### src/rtl/convolve_mac.sv
// Pipelined multiply-accumulate for the convolution front end: product, accumulate,
// then round/saturate into a ready/valid output register. Stalls as a whole on backpressure.
module convolve_mac #(
  parameter int PIX_W     = 8,
  parameter int COEF_W    = 8,
  parameter int COEF_FRAC = 4,
  parameter int TAPS      = 9,
  parameter int ACC_W     = 24,
  parameter int OUT_W     = 16,
  parameter int OUT_FRAC  = 4
) (
  input  logic                   clk,
  input  logic                   reset_n,
  input  logic                   flush,
  input  logic                   in_valid,
  output logic                   in_ready,
  input  logic [PIX_W-1:0]       in_pix,
  input  logic [COEF_W-1:0]      in_coef,
  output logic                   out_valid,
  input  logic                   out_ready,
  output logic [OUT_W-1:0]       out_data,
  output logic                   out_sat,
  output logic [$clog2(TAPS):0]  tap_cnt
);
  localparam int PW     = PIX_W + COEF_W + 1;
  localparam int SH     = COEF_FRAC - OUT_FRAC;
  localparam int TW     = $clog2(TAPS) + 1;
  localparam int STAGES = 2;
  localparam logic signed [ACC_W:0] MAXV = (ACC_W+1)'((longint'(1) <<< (OUT_W-1)) - 1);
  localparam logic signed [ACC_W:0] MINV = -MAXV - 1;

  logic                    en, rdy_q, acc_in, p_last, acc_empty;
  logic [STAGES:1]         vld_pipe;
  logic signed [PW-1:0]    prod_c, prod_q;
  logic signed [ACC_W-1:0] acc_q, fsum_q, sum_c;
  logic signed [ACC_W:0]   r_c;
  logic [TW-1:0]           tap_q;

  assign en       = !(out_valid && !out_ready);
  assign in_ready = rdy_q && en;
  assign acc_in   = in_valid && in_ready && !flush;
  assign tap_cnt  = tap_q;
  assign prod_c   = PW'($signed({1'b0, in_pix})) * PW'($signed(in_coef));
  assign sum_c    = (acc_empty ? '0 : acc_q) + ACC_W'(prod_q);

  // Stage 1 (product) and stage 2 (accumulate). A finished window's sum moves to
  // fsum_q so the next window can start accumulating on the very next cycle.
  always_ff @(posedge clk or negedge reset_n) begin
    if (!reset_n) begin
      rdy_q     <= 1'b0;
      vld_pipe  <= '0;
      p_last    <= 1'b0;
      prod_q    <= '0;
      tap_q     <= '0;
      acc_q     <= '0;
      acc_empty <= 1'b1;
      fsum_q    <= '0;
    end else begin
      rdy_q <= 1'b1;
      if (flush) begin
        vld_pipe[1] <= 1'b0;
        tap_q       <= '0;
      end else if (en) begin
        vld_pipe[1] <= acc_in;
        if (acc_in) begin
          prod_q <= prod_c;
          p_last <= (tap_q == TW'(TAPS-1));
          tap_q  <= (tap_q == TW'(TAPS-1)) ? '0 : tap_q + 1'b1;
        end
      end
      if (en) begin
        vld_pipe[2] <= vld_pipe[1] && p_last && !flush;
        if (vld_pipe[1] && p_last && !flush) fsum_q <= sum_c;
      end
      if (flush) begin
        acc_q     <= '0;
        acc_empty <= 1'b1;
      end else if (en && vld_pipe[1]) begin
        if (p_last) acc_empty <= 1'b1;
        else begin
          acc_q     <= sum_c;
          acc_empty <= 1'b0;
        end
      end
    end
  end

  // Round half up; the extra MSB keeps the rounding add from wrapping.
  if (SH > 0) begin : g_rnd
    assign r_c = ($signed({fsum_q[ACC_W-1], fsum_q}) + (ACC_W+1)'(1 << (SH-1))) >>> SH;
  end else begin : g_nornd
    assign r_c = {fsum_q[ACC_W-1], fsum_q};
  end

  always_ff @(posedge clk or negedge reset_n) begin
    if (!reset_n) begin
      out_valid <= 1'b0;
      out_data  <= '0;
      out_sat   <= 1'b0;
    end else if (en) begin
      out_valid <= vld_pipe[2];
      if (vld_pipe[2]) begin
        if (r_c > MAXV) begin
          out_data <= {1'b0, {(OUT_W-1){1'b1}}};
          out_sat  <= 1'b1;
        end else if (r_c < MINV) begin
          out_data <= {1'b1, {(OUT_W-1){1'b0}}};
          out_sat  <= 1'b1;
        end else begin
          out_data <= r_c[OUT_W-1:0];
          out_sat  <= 1'b0;
        end
      end
    end
  end
endmodule

### config.mk
export PLATFORM = sky130hd
export DESIGN_NAME = convolve_mac
export DESIGN_NICKNAME = d
export VERILOG_FILES = /design/src/rtl/convolve_mac.sv
export SDC_FILE = /design/constraint.sdc
export NUM_CORES = 1
export LEC_CHECK = 0
export BUFFER_PORTS_ARGS = -buffer_cell sky130_fd_sc_hd__buf_2
export CAP_MARGIN = 40
export CORE_MARGIN = 5
export CORE_UTILIZATION = 60
export CTS_CLUSTER_SIZE = 10
export DETAILED_ROUTE_END_ITERATION = 8
export PLACE_DENSITY = 0.75
export RECOVER_POWER = 25
export SYNTH_ARGS = -nofsm -noshare
export SYNTH_HDL_FRONTEND = slang
export SYNTH_SLANG_ARGS = --single-unit
### constraint.sdc
create_clock -name clk -period 7.5 [get_ports clk]
set_clock_uncertainty 0.1 [all_clocks]
set_input_delay 1.5 -clock clk [delete_from_list [all_inputs] [get_ports clk]]
set_output_delay 1.5 -clock clk [all_outputs]
set_load 0.1 [all_outputs]
# --- Word level (Yosys, flattened, before mapping) ---
# Index checks and enable logic that the tools add are counted.
op_classes:
  n_addsub: 2
  multipliers: 1
  n_lt_le_gt_ge: 2
  eq_ne: 3
  mux: 17
  n_bitwise: 2
  n_reduce_logical: 17
ops:
  columns: ["cell", "n"]
  rows:
  - ["24-bit two-way mux", 4]
  - ["16-bit two-way mux", 2]
  - ["24-bit adder", 1]
  - ["24-bit by 16-bit > comparator with 1-bit output, second input constant", 1]
  - ["24-bit by 16-bit less-than comparator with 1-bit output, second input constant", 1]
  - ["5-bit two-way mux", 4]
  - ["9-bit by 8-bit multiplier with 17-bit output", 1]
  - ["2-bit AND reduction", 4]
  - ["1-bit logical AND", 7]
  - ["1-bit two-way mux", 7]
  - ["5-bit by 1-bit adder with 5-bit output, second input constant", 1]
  - ["5-bit by 4-bit == test with 1-bit output, second input constant", 1]
  - ["2-bit inequality test, second input constant", 2]
  - ["2-bit nonzero test", 2]
  - ["1-bit logical NOT", 3]
  - ["3-bit AND reduction", 1]
  - ["1-bit NOT", 2]
totals:
  ff_bits: 93
  input_bits: 21

# --- Depth between registers and ports, before layout ---
depth:
  word_depth: 9
  mapped_depth: 19
  depth_no_buf: 19

# --- Worst setup path before layout ---
# OpenSTA, ideal clock, no wires.
synth_timing:
  path_kind: "in2reg"
  start: "input port in_coef[7]"
  end: "register prod_q[13]"
  t_arrival_ns: 5.223
  required_time_ns: 7.265
  path_slack_ns: 2.042
  path_stages: 15
  path_cell_list: "inv_1 > nor2_1 > fa_1 > fa_1 > fa_1 > inv_1 > fa_1 > inv_1 > ha_1 > or4_1 > a21oi_1 > nor2_1 > a31oi_1 > xor2_1 > o21ai_0"
synth_between:
  elab_chain_len: 1
synth_rtl:
  columns: ["item", "line_no", "rtl"]
  rows:
  - ["start, declared", "18", "input logic [COEF_W-1:0] in_coef,"]
  - ["9-bit by 8-bit multiplier with 17-bit output", "43", "assign prod_c = PW'($signed({1'b0, in_pix})) * PW'($signed(in_coef));"]
  - ["end signal, assigned", "66", "prod_q <= prod_c;"]
  - ["end, declared", "34", "logic signed [PW-1:0] prod_c, prod_q;"]
# Every way passes these cells.
# A chain may end at the register's enable or synchronous reset.

# --- Worst setup path in the final report ---
layout_timing:
  start: "input port in_pix[0]"
  end: "register prod_q[14]"
layout_between:
  elab_chain_len: 1
layout_rtl:
  columns: ["item", "line_no", "rtl"]
  rows:
  - ["start, declared", "17", "input logic [PIX_W-1:0] in_pix,"]
  - ["9-bit by 8-bit multiplier with 17-bit output", "43", null]
# Every way passes these cells.

==> results.yml <==
status:
  outcome: "finished with violations"
  violations: "max-capacitance violations, max-slew violations"
power_and_ir_drop:
  powerDensity_nw_per_um2: 299
  fin_total_pwr_mw: 2.43
  p_leak_nw: 4.02
  worst_ir_drop_vdd_mv: 0.128
floorplanning:
  num_io_pins: 45
  die_y_um: 121
  core-area_sq_um: 12100
  die_w_um: 121
  start_util_pct: 61.5
  die-area_sq_um: 14700
  rows: 40
timing:
  period_needed_ns: 5.50
  rsz0062_at_grt: "no"
  drv_slew: 29
  worstMarginPinSlew_ns: 1.54
  setup_viol: 0
  timing.fmax_mhz: 182
  setup_ws_ns: 2.00
  setup_tns_ns: 0
  slew_headroom_pct: -2.69
  hold_viol: 0
  timing.final.crit_share_pct: 73.4
setup_path:
  regToRegSetupSlack_ns: 3.94
  rr_worst_depth: 10
  crit_path_max_incr_delay_ns: 0.54
  end_kind: "flip-flop"
  required_ns: 7.61
  path_class: "in2reg"
  path_buf_inv: 4
  critPathMaxFanout: 8
  start_kind: "input pin"
  slowest_stage: "fa_1"
  crit_top_cell: "fa_1"
  cp.arrival_ns: 5.61
  critPathTopFamily: "adder cells"
  path_depth: 16
  path_cells: "buf_2 -> nand2b_1 -> fa_1 -> fa_1 -> inv_1 -> fa_1 -> inv_1 -> fa_1 -> inv_1 -> ha_1 -> o21ai_0 -> a21boi_0 -> o21ai_0 -> a31oi_1 -> xnor2_1 -> o21ai_0"
route:
  drc: 0
  num_vias: 5997
  drt_pass1_iterations: 5
  wl_per_cell_um: 15.1
  drt_wl_total_mm: 16.0
  ant_nets: 0
  first_iter_violations: 287
  viasPerCell: 5.67
finish:
  drive_above_1_share_pct: 9.10
  nNetsFinal: 1012
  fin_util_pct: 67.4
  area_growth_pct: 9.66
  antennaDiodeCount: 0
  fillCellCount: 1000
clocking:
  cts_sinks: 93
  clkTransAtPathRegs_ns: 0.07
  cts_buffer_depth: 2
  numCtsBuffers: 9
  cts_setup_buffers: 0
  cts_resized: 0
  cts_max_level: 3
  cts-root-buf: "clkbuf_16"
  cts_tree: "yes"
  cts.hold.buffers_added: 0
  worstSkewPairLatency_ns: 0.34
synth:
  syn-cell-area_sq_um: 7410
  yosys_register_bits: 93
  syn-num-nets: 979
  synthCells: 852
  yosysTopAreaCell: "dfrtp_1"
  async_reset_ff_share_pct: 100
  synthDistinctLibCells: 63
  ys.warnings.count: 0
  synth_top_area_share_pct: 31.1
  synth_common_cells: "nand2_1, dfrtp_1, ha_1, inv_1, o21ai_0"
  synth_ff_type: "dfrtp_1"
  synth_edf_count: 0
  yosysMostFrequentCell: "nand2_1"
  synth_area_leaders: "dfrtp_1, ha_1, fa_1"
  ys_seq_area_share_pct: 31.4
  avgSynthCellArea_sq_um: 8.70
place:
  portBuffers: 44
  hpwlAfterDp_mm: 12.4
  gp_congestion: 0.947
  pre_cts_ws_ns: 1.63
global_routing:
  grt.total_usage_pct: 23.1
  antenna_found_initial: 0
  first_global_vias: 5917
  overflow: 0
  grt_max_degree: 67
  grt_first_pass_wirelength_mm: 27.9
min_path:
  hp-class: "reg2reg"
  hold_path_depth: 2
job:
  cap_violations: 1
==> final timing paths <==
kind | startpoint | end
setup / recovery | in_pix[0] | prod_q[14]$_DFFE_PN0P_
hold / removal | out_data[11]$_DFFE_PN0P_ | out_data[11]$_DFFE_PN0P_
setup reg to reg | acc_empty$_DFFE_PN1P_ | acc_q[20]$_DFFE_PN0P_
hold reg to reg | out_data[11]$_DFFE_PN0P_ | out_data[11]$_DFFE_PN0P_
max in group asynchronous | reset_n | acc_q[8]$_DFFE_PN0P_
min in group asynchronous | reset_n | acc_q[21]$_DFFE_PN0P_
==> worst register-to-register path: stages (launching register included) <==
cell and delay (ns):
dfstp_2 0.90, nor2b_1 0.12, ha_1 0.24, fa_1 0.42, a21oi_1 0.20, o21ai_0 0.19
a21boi_2 0.26, o21ai_1 0.20, a41oi_1 0.40, nor4_1 0.09, a311o_1 0.34
==> report_power, final <==
group / switching (mW) / total, mW / internal [mW]
logic: 0.821 / 1.19 / 0.366
clock network: 0.202 / 0.509 / 0.307
registers: 0.0924 / 0.732 / 0.640
==> area by class of cell <==
type	count	area [sq um]	share of cell area (%)
well taps	168	210	2.59
multi-input cells	661	4710	58.0
flip-flops and latches	93	2330	28.6
clock buffers	10	239	2.94
clock inverters	6	97.6	1.20
repair buffers	52	283	3.48
inverters	68	255	3.14
==> placed cells by master, fill, tap and decap left out, types with 7 or more instances in the layout <==
cell,instances
nand2_1,155
dfrtp_1,92
inv_1,68
o21ai_0,68
ha_1,68
a21oi_1,46
and2_1,43
buf_2,43
fa_1,38
nand3_1,28
nor2_1,27
nor2b_1,26
xnor2_1,15
a21o_1,12
xor2_1,10
clkbuf_16,9
nand2b_1,7
nor3_1,7
==> kinds of logic (layout without fill, tap and decap cells) <==
kind of cell	after synthesis	after routing	synth area share (%)
simple gates	344	344	23.1
fa+ha+maj	106	106	21.7
xor+xnor	25	25	2.95
other cells	1	1	0.0506
buf+inv	98	136	5.08
compound gates	181	181	15.0
flops	93	93	31.4
mux	4	4	0.591
==> layer usage <==
metal / track usage, % / part of all wire (%) / vias to the layer above
met4: 7.42 / 1.7 / 0
met1: 30.9 / 46 / 2870
li1: - / - / 2965
met3: 2.19 / 3.4 / 22
met5: 0 / 0 / -
met2: 39.7 / 49 / 140
==> per-stage QoR <==
stage	instance area [sq um]	hold WS [ns]	cells
finish	8130	0.372	1058
global route	8130	0.407	1058
CTS	8160	0.379	1058
detailed placement	7820	0.365	1042
global placement	7770	0.357	1039
floorplan	7410	0.336	852
==> sequential cells by signal (all words and copies together) (netlist names) <==
name	flops
p_last	1
fsum_q	24
acc_empty	1
vld_pipe	2
rdy_q	1
acc_q	24
out_sat	1
out_data	16
tap_cnt	5
out_valid	1
prod_q	17
No activity file was read; power rests on OpenSTA's default activity.
